[src/rtl/moore_seq_ctrl.sv]
// moore_seq_ctrl: streams a parallel word MSB-first into a bit-serial Moore
// detector, collects the detector output after every bit into y_word, and
// reports the result and its population count with a busy/done handshake.
module moore_seq_ctrl #(
  parameter int W  = 8,
  parameter int CW = $clog2(W + 1)
) (
  input  logic          clk,
  input  logic          rst,
  input  logic          start,
  input  logic [W-1:0]  data_in,
  input  logic          abort,
  output logic          busy,
  output logic          done,
  output logic          aborted,
  output logic          det_rst,
  output logic          det_x,
  input  logic          det_y,
  output logic [W-1:0]  y_word,
  output logic [CW-1:0] ones_cnt
);

  localparam int KW = $clog2(W);

  typedef enum logic [2:0] {
    ST_IDLE  = 3'd0,
    ST_CLR   = 3'd1,
    ST_SHIFT = 3'd2,
    ST_DRAIN = 3'd3,
    ST_DONE  = 3'd4
  } state_t;

  state_t        state_q, state_d;
  logic [W-1:0]  sreg_q, sreg_d;
  logic [KW-1:0] k_q, k_d;
  logic [W-1:0]  y_word_q, y_word_d;
  logic [CW-1:0] ones_q, ones_d;
  logic          aborted_q, aborted_d;

  // Count update that can never run past W, whatever the detector does.
  function automatic logic [CW-1:0] sat_inc(input logic [CW-1:0] cnt, input logic bit_in);
    logic [CW-1:0] res;
    res = cnt;
    if (bit_in && (cnt < CW'(W)))
      res = cnt + CW'(1);
    return res;
  endfunction

  // State, datapath and pulse registers; rst returns everything to idle values.
  always_ff @(posedge clk) begin
    if (rst) begin
      state_q   <= ST_IDLE;
      sreg_q    <= '0;
      k_q       <= '0;
      y_word_q  <= '0;
      ones_q    <= '0;
      aborted_q <= 1'b0;
    end else begin
      state_q   <= state_d;
      sreg_q    <= sreg_d;
      k_q       <= k_d;
      y_word_q  <= y_word_d;
      ones_q    <= ones_d;
      aborted_q <= aborted_d;
    end
  end

  // Next-state logic: load, clear detector, shift W bits, drain last sample, report.
  always_comb begin
    state_d   = state_q;
    sreg_d    = sreg_q;
    k_d       = k_q;
    y_word_d  = y_word_q;
    ones_d    = ones_q;
    aborted_d = 1'b0;

    case (state_q)
      ST_IDLE: begin
        // start beats a simultaneous abort; abort alone is ignored here
        if (start) begin
          sreg_d   = data_in;
          y_word_d = '0;
          ones_d   = '0;
          k_d      = '0;
          state_d  = ST_CLR;
        end
      end

      ST_CLR: begin
        if (abort) begin
          aborted_d = 1'b1;
          state_d   = ST_IDLE;
        end else begin
          k_d     = '0;
          state_d = ST_SHIFT;
        end
      end

      ST_SHIFT: begin
        if (abort) begin
          aborted_d = 1'b1;
          state_d   = ST_IDLE;
        end else begin
          sreg_d = {sreg_q[W-2:0], 1'b0};
          // det_y now reflects the bit sent in the previous cycle (k-1),
          // which belongs at y_word[W-k]; nothing to capture at k=0
          if (k_q != '0) begin
            for (int i = 1; i < W; i++) begin
              if (int'(k_q) == (W - i))
                y_word_d[i] = det_y;
            end
            ones_d = sat_inc(ones_q, det_y);
          end
          if (k_q == KW'(W - 1)) begin
            state_d = ST_DRAIN;
          end else begin
            k_d = k_q + KW'(1);
          end
        end
      end

      ST_DRAIN: begin
        if (abort) begin
          aborted_d = 1'b1;
          state_d   = ST_IDLE;
        end else begin
          // response to the last streamed bit
          y_word_d[0] = det_y;
          ones_d      = sat_inc(ones_q, det_y);
          state_d     = ST_DONE;
        end
      end

      ST_DONE: begin
        state_d = ST_IDLE;
      end

      default: begin
        state_d = ST_IDLE;
      end
    endcase
  end

  assign busy     = (state_q != ST_IDLE);
  assign done     = (state_q == ST_DONE);
  assign aborted  = aborted_q;
  assign det_rst  = (state_q == ST_CLR);
  assign det_x    = (state_q == ST_SHIFT) && sreg_q[W-1];
  assign y_word   = y_word_q;
  assign ones_cnt = ones_q;

endmodule
[config.mk]
export PLATFORM = sky130hd
export DESIGN_NAME = moore_seq_ctrl
export DESIGN_NICKNAME = d
export VERILOG_FILES = /design/src/rtl/moore_seq_ctrl.sv
export SDC_FILE = /design/constraint.sdc
export NUM_CORES = 1
export LEC_CHECK = 0
export ABC_AREA = 1
export CORE_MARGIN = 2
export CORE_UTILIZATION = 51
export DETAILED_ROUTE_END_ITERATION = 6
export PLACE_DENSITY = 0.79
export RECOVER_POWER = 100
export SLEW_MARGIN = 20
export SYNTH_ARGS = -nofsm -noshare
export SYNTH_HDL_FRONTEND = slang
export SYNTH_SLANG_ARGS = --single-unit
[constraint.sdc]
create_clock -name clk -period 1.87 [get_ports clk]
set_clock_uncertainty 0.15 [all_clocks]
set_input_delay 0.187 -clock clk [delete_from_list [all_inputs] [get_ports clk]]
set_output_delay 0.187 -clock clk [all_outputs]
set_load 0.02 [all_outputs]
==> impl_metrics.json <==
{
  "clk_latency_ns": 0.33,
  "first_pass_iters": 4,
  "dp_cells": 269,
  "final_cells": 273,
  "nets": 263,
  "grt_pass1_wl_um": 5390,
  "synth_cell_type_count": 33,
  "relSlewSlack": 0.611,
  "vias_per_cell": 5.18,
  "layout_common_cells": "nand2_1, nor2_1, dfxtp_1, inv_1, nand3_1",
  "crit_path_max_fanout": 6,
  "htree_num_levels": 1,
  "final_common_cell": "nand2_1",
  "grt_max_degree": 20,
  "path_buf_inv": 1,
  "irDropWorstVdd_v": 0.000531,
  "fillers": 264,
  "crit_chain": "clkdlybuf4s50_1",
  "critical_path.top_delay_family": "buffers and inverters",
  "crit_path_start_kind": "register",
  "cp_slowest_stage_delay_ns": 0.64,
  "rsz0062_at_grt": "false",
  "core_um2": 2780,
  "placed_area_um2": 1840,
  "dieWidth_um": 58.3,
  "cts.sinks": 27,
  "pin_count": 30,
  "fin_setup_tns_ns": 0,
  "maxCapViolCount": 0,
  "ys_ff_latch": 27,
  "final_layout_size_suffix_gt1_frac": 0.116,
  "n_antenna_cell": 0,
  "overflow": 0,
  "hold_ws_ns": 0.252,
  "setup_viol": 0,
  "finalMaxSlewViolations": 0,
  "synth_cells": 207,
  "yosysSeqAreaShare": 0.360,
  "routed_wl_um": 3130,
  "path_class": "register to output port",
  "period_share": 0.945,
  "slowest_stage": "clkdlybuf4s50_1",
  "status": "completed",
  "grt_pass1_vias": 1333,
  "io_buffers": 29,
  "rows": 19,
  "finish.utilization": 0.667,
  "routedWlPerCell_um": 11.5,
  "pre_cts_ws_ns": 0.168,
  "min_period_ns": 1.77,
  "stdcell_area_um2": 1850,
  "route.detailed.drc": 0,
  "hold_class": "primary input to register",
  "setup_slack_ns": 0.102,
  "tightestPinTransition_ns": 0.583,
  "grt_usage": 0.201,
  "tritoncts": "yes",
  "p_total_mw": 1.34,
  "cts_buffer_depth": 2,
  "p_leak_nw": 0.871,
  "cellPowerDensity_nw_per_um2": 722,
  "ys_warn_count": 0,
  "dieArea_um2": 3390,
  "drtAntennaViolNets": 0,
  "place_congestion": 0.831,
  "synth_nets": 227,
  "antenna_found_initial": 0,
  "vias": 1415,
  "initial_core_util": 0.540,
  "cts_buffers": 3,
  "syn_area_per_cell_um2": 7.25,
  "cp.arrival_ns": 1.43,
  "place_hpwl_um": 2380,
  "max_clock_freq_ghz": 0.566,
  "die_y_um": 58.3,
  "drt-initial-drc-count": 39,
  "netlist_area_um2": 1500,
  "cts.clk_slew.worst_paths_ns": 0.16,
  "area.growth.synth_to_final_pct": 23.5,
  "cp.required_ns": 1.53,
  "end_kind": "output port",
  "root_buffer": "clkbuf_4",
  "final-hold-violation-count": 0
}
-- state kept, by name, summed over array words and instances, names as in the netlist --
register and count:
k_q 3, ones_cnt 4, sreg_q 8, y_word 8, state_q 3, aborted 1
-- power breakdown --
part	switching, mW	leakage (nW)	internal, mW	total, mW
Sequential	0.0398	0.222	0.630	0.669
Combinational	0.232	0.635	0.163	0.396
Clock	0.192	0.0139	0.0819	0.274
Total	0.464	0.871	0.875	1.34
-- repair_timing --
action,CTS,global route
endpoints found under the setup margin,4,3
gates resized for setup,6,1
setup buffers,0,0
hold buffers,0,0
-- worst paths after layout --
path,from,to,slack [ns],cells past startpoint
setup / recovery,ones_cnt[0],ones_cnt[0],0.10,1
hold / removal,data_in[0],sreg_q[0],0.25,3
setup reg to reg,state_q[2],y_word[6],0.12,7
hold reg to reg,sreg_q[6],sreg_q[6],0.31,2
-- layer usage --
metal | vias to the layer above | part of all wire | GRT usage
met5 | - | 0 | 0
met4 | 0 | 0.0099 | 0.0731
met3 | 5 | 0.033 | 0.0201
met2 | 29 | 0.47 | 0.361
met1 | 638 | 0.48 | 0.247
li1 | 743 | - | -
-- cells in the mapped netlist, drive strengths merged --
| cell | n | area share |
|---|---|---|
| a21oi | 15 | 0.055 |
| a31oi | 2 | 0.0083 |
| buf | 5 | 0.031 |
| clkbuf | 2 | 0.0050 |
| clkinv | 1 | 0.0033 |
| dfxtp | 27 | 0.36 |
| ha | 7 | 0.058 |
| inv | 18 | 0.047 |
| nand2 | 55 | 0.15 |
| nand3 | 16 | 0.060 |
| nand3b | 2 | 0.018 |
| nand4 | 3 | 0.013 |
| nor2 | 28 | 0.083 |
| nor3 | 4 | 0.013 |
| nor3b | 1 | 0.0050 |
| o211a | 3 | 0.020 |
| o21a | 1 | 0.0050 |
| o21ai | 15 | 0.053 |
| or2 | 1 | 0.0042 |
| xnor2 | 1 | 0.0058 |
-- worst register-to-register path, delay by kind of cell (launching register included) --
| family | cells | cell delay (ns) |
|---|---|---|
| flops | 1 | 0.40 |
| simple gates | 4 | 0.39 |
| compound gates | 2 | 0.45 |
| buf+inv | 1 | 0.28 |
-- logic make-up (layout without fill, tap and decap cells) --
logic type,count (synthesis),after routing,share of synthesized area
AND/OR/NAND/NOR,110,110,0.349
adder cells (fa/ha/maj),7,7,0.0583
buffers and inverters,26,61,0.0858
flip-flops,27,27,0.360
XOR/XNOR,1,1,0.00583
AO/OA/AOI/OAI,36,36,0.141
-- layout make-up --
cell class	count	area [um^2]	area share
tap	31	38.8	0.0209
inverter	19	73.8	0.0398
clock buffer	3	22.5	0.0121
timing repair buffer	38	349	0.188
clock inverter	1	7.51	0.00405
sequential	27	543	0.293
multi-input combinational	154	820	0.442
Power figures use the tool's default switching activity.
==> variant, RTL diff (same settings) <==
Make the reset (`rst`) asynchronous in one clocked block.
--- a/src/rtl/moore_seq_ctrl.sv
+++ b/src/rtl/moore_seq_ctrl.sv
@@ -49,3 +49,3 @@
   // State, datapath and pulse registers; rst returns everything to idle values.
-  always_ff @(posedge clk) begin
+  always_ff @(posedge clk or posedge rst) begin
     if (rst) begin
Behaviour: differs if rst is asserted again (counterexample within 4 cycles, from zero or initial values and one cycle with rst high); with rst held inactive, the same outputs for 10 cycles.
==> variant against the original RTL <==
- critical path depth rose by 2
- critical path type unchanged
- sequential cell count did not move
- non-clock buffer count fell by 3
- cell area rose by 6.5%
- core utilization fell by 2.0 points
- area after synthesis rose by 9.2%
- largest cell class unchanged
- via count fell by 0.28%
- wire length rose by 1.4%
- setup slack got worse by 0.018 ns
Power is not compared: it rests on default switching activity, and its combinational part moved more than twofold at a synthesized area within 25%.
==> variant: results (changes against the original RTL) <==
| Metric | Value |
|---|---|
| Status | `finished clean` |
| Largest area contributor in the synthesized netlist | `dfrtp_1` |
| Top cells by count, synth | `67 x nand2_1, 27 x dfrtp_1, 26 x inv_1` |
| Placed insts | `283 (+5.2%)` |
| Inverter count | `29 (+10)` |
| Buffers excl. clock | `35 (-7.9%)` |
| Layout Nets | `264 (+0.38%)` |
| Worst hold margin | `0.2617 ns (+0.009818 ns)` |
| Worst setup path startpoint | `state_q[0]$_DFFE_PP0P_` |
| CP top delay family | `flip-flops` |
| Clock transition at path regs | `0.14 ns (-0.02 ns)` |
| Fin cells | `287 (+5.1%)` |
| Syn Area/Cell | `7.805 um^2 (+7.6%)` |
| Fillers | `292 (+11%)` |
| Fraction of area in multi-input gates | `39.90% (-4.3 points)` |
| Vias in the first global route | `1320 (-0.98%)` |
| Wire per inst | `11.06 um (-3.5%)` |
| Resized Gates After CTS | `4 (-2)` |
| Setup WS pre-CTS | `0.1202 ns (-0.04745 ns)` |
| Clock Network Area Fraction | `1.330% (-0.29 points)` |
| Asr flop ratio synth | `100.0% (+100 points)` |
| Synth top area cells | `dfrtp_1 41%, nand2_1 15%, inv_1 6.0%` |
| Yosys cell types | `28 (-15%)` |
| First-pass GRT wire length | `5.602 mm (+4.0%)` |
| Worst Path Arrival | `1.45 ns (+0.02 ns)` |
| FF+latch count | `27 (unchanged)` |
==> variant: cell count changes after synthesis, sizes merged, moves of 11 or more <==
cell / before / now
a21oi: 15 / 4
dfrtp: 0 / 27
dfxtp: 27 / 0
inv: 18 / 29
nand2: 55 / 74
nor2: 28 / 16
==> variant: kinds of logic after synthesis <==
kind of cell | synth area share [%]
compound gates | 9.618
buf+inv | 10.84
simple gates | 32.98
flops | 41.22
fa+ha+maj | 5.343
==> variant: worst paths after layout <==
path,endpoint,depth (start not counted)
setup / recovery,busy,3
hold reg to reg,y_word[6]$_DFFE_PP0P_,2
hold / removal,sreg_q[0]$_DFFE_PP0P_,3
min in group asynchronous,k_q[1]$_DFFE_PP0P_,3
max in group asynchronous,state_q[1]$_DFFE_PP0P_,3
setup reg to reg,k_q[2]$_DFFE_PP0P_,8
==> variant: per-layer routing <==
metal  track usage [%]  vias up  part of all wire (%)
met5                 0        -                     0
met2             32.10       20                    45
met4             8.385        0                   1.5
met3             2.772        4                   2.2
met1             27.94      652                    51
li1                  -      735                     -
